--- config.mk ---
export PLATFORM = sky130hd
export DESIGN_NAME = rc4_phase_sequencer
export DESIGN_NICKNAME = d
export VERILOG_FILES = /design/src/rtl/rc4_pkg.sv /design/src/rtl/s_mem_port_mux.sv /design/src/rtl/rc4_phase_sequencer.sv
export SDC_FILE = /design/constraint.sdc
export NUM_CORES = 1
export LEC_CHECK = 0
export ABC_AREA = 1
export BUFFER_PORTS_ARGS = -buffer_cell sky130_fd_sc_hd__clkbuf_2
export CORE_ASPECT_RATIO = 0.6
export CORE_MARGIN = 5
export CORE_UTILIZATION = 44
export CTS_BUF_LIST = sky130_fd_sc_hd__clkbuf_4 sky130_fd_sc_hd__clkbuf_8
export CTS_CLUSTER_SIZE = 14
export DETAILED_ROUTE_END_ITERATION = 10
export PLACE_DENSITY_LB_ADDON = 0.08
export SKIP_CTS_REPAIR_TIMING = 1
export SYNTH_ARGS = -nofsm -noshare
export SYNTH_HDL_FRONTEND = slang
export SYNTH_SLANG_ARGS = --single-unit
--- constraint.sdc ---
create_clock -name clk -period 1.6 [get_ports clk]
set_input_delay 0.16 -clock clk [delete_from_list [all_inputs] [get_ports clk]]
set_output_delay 0.16 -clock clk [all_outputs]
set_load 0.005 [all_outputs]
--- src/rtl/rc4_pkg.sv ---
// Shared types and widths for the RC4 key-search datapath.
package rc4_pkg;

    localparam int unsigned KEY_W    = 24;
    localparam int unsigned S_ADDR_W = 8;
    localparam int unsigned S_DATA_W = 8;

    typedef enum logic [2:0] {
        PhaseIdle      = 3'd0,
        PhaseInit      = 3'd1,
        PhaseShuffle   = 3'd2,
        PhaseDecrypt   = 3'd3,
        PhaseFound     = 3'd4,
        PhaseExhausted = 3'd5
    } phase_t;

endpackage

--- src/rtl/s_mem_port_mux.sv ---
// Combinational S-memory grant: routes the active phase's request to the single memory port.
module s_mem_port_mux
    import rc4_pkg::*;
(
    input  phase_t                phase,
    input  logic [S_ADDR_W-1:0]   init_address,
    input  logic [S_DATA_W-1:0]   init_data,
    input  logic                  init_wren,
    input  logic [S_ADDR_W-1:0]   shuffle_address,
    input  logic [S_DATA_W-1:0]   shuffle_data,
    input  logic                  shuffle_wren,
    input  logic [S_ADDR_W-1:0]   decrypt_address,
    input  logic [S_DATA_W-1:0]   decrypt_data,
    input  logic                  decrypt_wren,
    output logic [S_ADDR_W-1:0]   mem_address,
    output logic [S_DATA_W-1:0]   mem_data,
    output logic                  mem_wren
);

    always_comb begin
        mem_address = '0;
        mem_data    = '0;
        mem_wren    = 1'b0;
        case (phase)
            PhaseInit: begin
                mem_address = init_address;
                mem_data    = init_data;
                mem_wren    = init_wren;
            end
            PhaseShuffle: begin
                mem_address = shuffle_address;
                mem_data    = shuffle_data;
                mem_wren    = shuffle_wren;
            end
            PhaseDecrypt: begin
                mem_address = decrypt_address;
                mem_data    = decrypt_data;
                mem_wren    = decrypt_wren;
            end
            default: begin
                mem_address = '0;
                mem_data    = '0;
                mem_wren    = 1'b0;
            end
        endcase
    end

endmodule

--- src/rtl/rc4_phase_sequencer.sv ---
// Sequences init -> shuffle -> decrypt per candidate key and grants S memory to the active phase.
module rc4_phase_sequencer
    import rc4_pkg::*;
#(
    parameter int unsigned      KEY_W     = rc4_pkg::KEY_W,
    parameter logic [KEY_W-1:0] KEY_START = 24'h000000,
    parameter logic [KEY_W-1:0] KEY_MAX   = 24'h3FFFFF
) (
    input  logic                clk,
    input  logic                reset,
    input  logic                start,
    output logic                init_start,
    output logic                shuffle_start,
    output logic                decrypt_start,
    input  logic                init_finish,
    input  logic                shuffle_finish,
    input  logic                decrypt_finish,
    input  logic                decrypt_ok,
    input  logic [S_ADDR_W-1:0] init_address,
    input  logic [S_DATA_W-1:0] init_data,
    input  logic                init_wren,
    input  logic [S_ADDR_W-1:0] shuffle_address,
    input  logic [S_DATA_W-1:0] shuffle_data,
    input  logic                shuffle_wren,
    input  logic [S_ADDR_W-1:0] decrypt_address,
    input  logic [S_DATA_W-1:0] decrypt_data,
    input  logic                decrypt_wren,
    output logic [S_ADDR_W-1:0] mem_address,
    output logic [S_DATA_W-1:0] mem_data,
    output logic                mem_wren,
    output logic [KEY_W-1:0]    secret_key,
    output logic [2:0]          phase,
    output logic                busy,
    output logic                found,
    output logic                exhausted
);

    phase_t           state_q, state_d;
    logic [KEY_W-1:0] key_q, key_d;
    // High only in the first cycle of a phase state; also masks stale finish levels.
    logic             launch_q, launch_d;

    always_comb begin
        state_d = state_q;
        key_d   = key_q;
        case (state_q)
            PhaseIdle, PhaseFound, PhaseExhausted: begin
                if (start) begin
                    state_d = PhaseInit;
                    key_d   = KEY_START;
                end
            end
            PhaseInit: begin
                if (init_finish && !launch_q) state_d = PhaseShuffle;
            end
            PhaseShuffle: begin
                if (shuffle_finish && !launch_q) state_d = PhaseDecrypt;
            end
            PhaseDecrypt: begin
                if (decrypt_finish && !launch_q) begin
                    if (decrypt_ok) begin
                        state_d = PhaseFound;
                    end else if (key_q == KEY_MAX) begin
                        state_d = PhaseExhausted;
                    end else begin
                        state_d = PhaseInit;
                        key_d   = key_q + 1'b1;
                    end
                end
            end
            default: state_d = PhaseIdle;
        endcase
    end

    assign launch_d = (state_d != state_q) &&
                      (state_d inside {PhaseInit, PhaseShuffle, PhaseDecrypt});

    always_ff @(posedge clk) begin
        if (reset) begin
            state_q  <= PhaseIdle;
            key_q    <= KEY_START;
            launch_q <= 1'b0;
        end else begin
            state_q  <= state_d;
            key_q    <= key_d;
            launch_q <= launch_d;
        end
    end

    assign init_start    = launch_q && (state_q == PhaseInit);
    assign shuffle_start = launch_q && (state_q == PhaseShuffle);
    assign decrypt_start = launch_q && (state_q == PhaseDecrypt);

    assign secret_key = key_q;
    assign phase      = state_q;
    assign busy       = state_q inside {PhaseInit, PhaseShuffle, PhaseDecrypt};
    assign found      = (state_q == PhaseFound);
    assign exhausted  = (state_q == PhaseExhausted);

    s_mem_port_mux u_mux (
        .phase           (state_q),
        .init_address    (init_address),
        .init_data       (init_data),
        .init_wren       (init_wren),
        .shuffle_address (shuffle_address),
        .shuffle_data    (shuffle_data),
        .shuffle_wren    (shuffle_wren),
        .decrypt_address (decrypt_address),
        .decrypt_data    (decrypt_data),
        .decrypt_wren    (decrypt_wren),
        .mem_address     (mem_address),
        .mem_data        (mem_data),
        .mem_wren        (mem_wren)
    );

endmodule

==> run metrics <==
final setup TNS=-2.61 ns; hold depth=4; Slew Limit Fails=0; post-synthesis net count=444; Tmin final=1.71 ns; headroom to the max-slew limit=77.8%; CTS buffer count=3; Final Wtd Congestion=0.883; Peak Freq=583 MHz; crit-path cells=inv_4 > nand2_4 > nor2_4 > buf_6 > buf_6 > a22oi_1 > nand2_1 > clkbuf_2; io pins=108; ANT nets after route=0; flop2flop setup slack=-0.11 ns; Synth Register Bits=28; DP Worst Slack=-0.0894 ns; RSZ-0062 raised after global routing=yes; placed instance area=3200 um^2; pwr dens=679 nW/um^2; Setup Viol. Count Final=41; Netlist Area Pre-Place=2260 um^2; Synth cell types=33; Initial Util=45.0%; Critical Path Source=phase[2]; number of port buffers=107; final wirelength=9100 um; Pwr Total=0.00260 W; Vias/cell=5.31; Final Skew=0.0106 ns; reg2reg start=secret_key[17]; post-synthesis cell count=385; Die X=103 um; Syn Area/Cell=5.88 um^2; vias in the first global route=2648; height of the die=65.6 um; diodes inserted=0; Die Area=6730 um^2; global-route wire length before repair=12100 um; Hold Crit Endpoint=secret_key[0]; CP max stage delay=0.38 ns; min-delay src=reset; most frequent cells in the layout=nand2_1 (110), clkbuf_2 (97), nor2_1 (54); core area=5030 um^2; failing checks=negative setup slack; Critical Path End Type=output pin; commonest non-fill, non-tap cell in the layout=nand2_1; critical path type=reg -> out; status=finished with violations; Final nets=607; largest net degree at the start of global routing=19; Req. time, crit path=1.44 ns; final hold slack=0.187 ns; Worst-Skew Late Latency=0.29 ns; share of layout cells above drive strength 1=48.3%; max-cap violations=0; via count=3257; clock sinks=28; DRT Pass-1 Iters=5; detailed placer's ending HPWL=6330 um; fin crit share=107%; design area=3830 um^2; # H-tree levels=1; Area Overhead vs Synth=69.2%; drt initial violations=242; CP max-delay cell=dfxtp_4; worst ir drop on vdd=0.378 mV; Worst Slack Setup Final=-0.114 ns; Min-Delay Path Class=in -> reg; drt drc=0; capturing point of the worst reg2reg path=secret_key[23]; Worst-Margin Slew=0.333 ns; Hold Fails Final Rpt=0; clock slew at reported path FFs=0.11 ns; TritonCTS clock tree=built; Ys Warns=0; critical path fanouts, max=6; Most common cell on crit path=buf_6; GRT Resource Usage Total=22.4%; initial antenna violation count=0; cells on worst reg2reg path=11; gr ovfl total=0; detailed-route wire length per cell=14.8 um; row count=20; post-synthesis sequential area ratio=24.8%; Clock Path Buffers=2; clk root buf=clkbuf_8; CP arrival=1.55 ns; critical path launch point type=flip-flop; static leakage=1.76 nW
## cells by family (layout without fill, tap and decap cells)
logic type	Yosys count	in the layout	synth area share, %
flops	28	28	24.8
simple gates	258	260	50.5
buf+inv	51	211	9.56
xor+xnor	6	6	2.32
compound gates	41	41	12.3
fa+ha+maj	1	1	0.552
## worst max-delay path by stage
stage                     end  slack [ns]  cells after the start
2_1_floorplan  secret_key[20]      0.0002                     13
3_3_place_gp   secret_key[13]      0.0005                      7
3_5_place_dp   secret_key[19]       -0.09                     13
4_1_cts        mem_address[4]       -0.21                      8
5_1_grt        secret_key[23]       -0.21                     13
6_report          mem_data[1]       -0.11                      8
## cell type report
cell class / instances / area (um^2)
clock buffers: 3 / 41.3
repair buffers: 169 / 1130
clock inverters: 1 / 3.75
flip-flops and latches: 28 / 581
inverters: 38 / 153
fillers: 384 / 1200
multi-input cells: 308 / 1840
well taps: 66 / 82.6
## cell usage after synthesis (all sizes together)
cell	n	area (um^2)
and3	1	6.26
dfxtp	28	561
nor3	7	35.0
nor2	70	302
a22oi	12	90.1
xor2	4	35.0
nand2	128	518
o21ai	6	30.0
nand3	37	185
nand3b	1	7.51
o22ai	1	12.5
xnor2	2	17.5
clkinv	1	3.75
buf	7	50.1
ha	1	12.5
clkbuf	6	23.8
nor3b	2	15.0
a211oi	1	7.51
nand4	12	75.1
inv	37	139
a21oi	18	116
o21bai	3	22.5
## registers in the layout (all words and copies together) (netlist names)
name	cells
launch_q	1
phase	3
secret_key	24
## power by group
part | total [W] | internal (W) | switching [W]
Clock | 0.000415 | 0.000173 | 0.000242
Sequential | 0.000775 | 0.000743 | 0.0000323
Combinational | 0.00141 | 0.000586 | 0.000829
Total | 0.00260 | 0.00150 | 0.00110
## per-stage QoR
step / std cells / util, %
final: 613 / 76.2
after global routing: 613 / 76.2
after CTS: 594 / 64.6
after detailed placement: 590 / 63.7
after global placement: 590 / 63.7
after floorplan: 385 / -
## per-layer routing
metal	GRT usage, %	share of wire [%]
met5	0	0
met2	33.0	47
met3	4.03	9.3
met4	3.27	0.98
met1	34.1	43
## worst max-delay path: cells and delay by family (launching register included)
kind                   cells  cell delay [ns]
buffers and inverters      4             0.47
AOI/OAI and AO/OA          1             0.08
and+or+nand+nor            3             0.32
DFF                        1             0.38
Power figures use the tool's default switching activity.
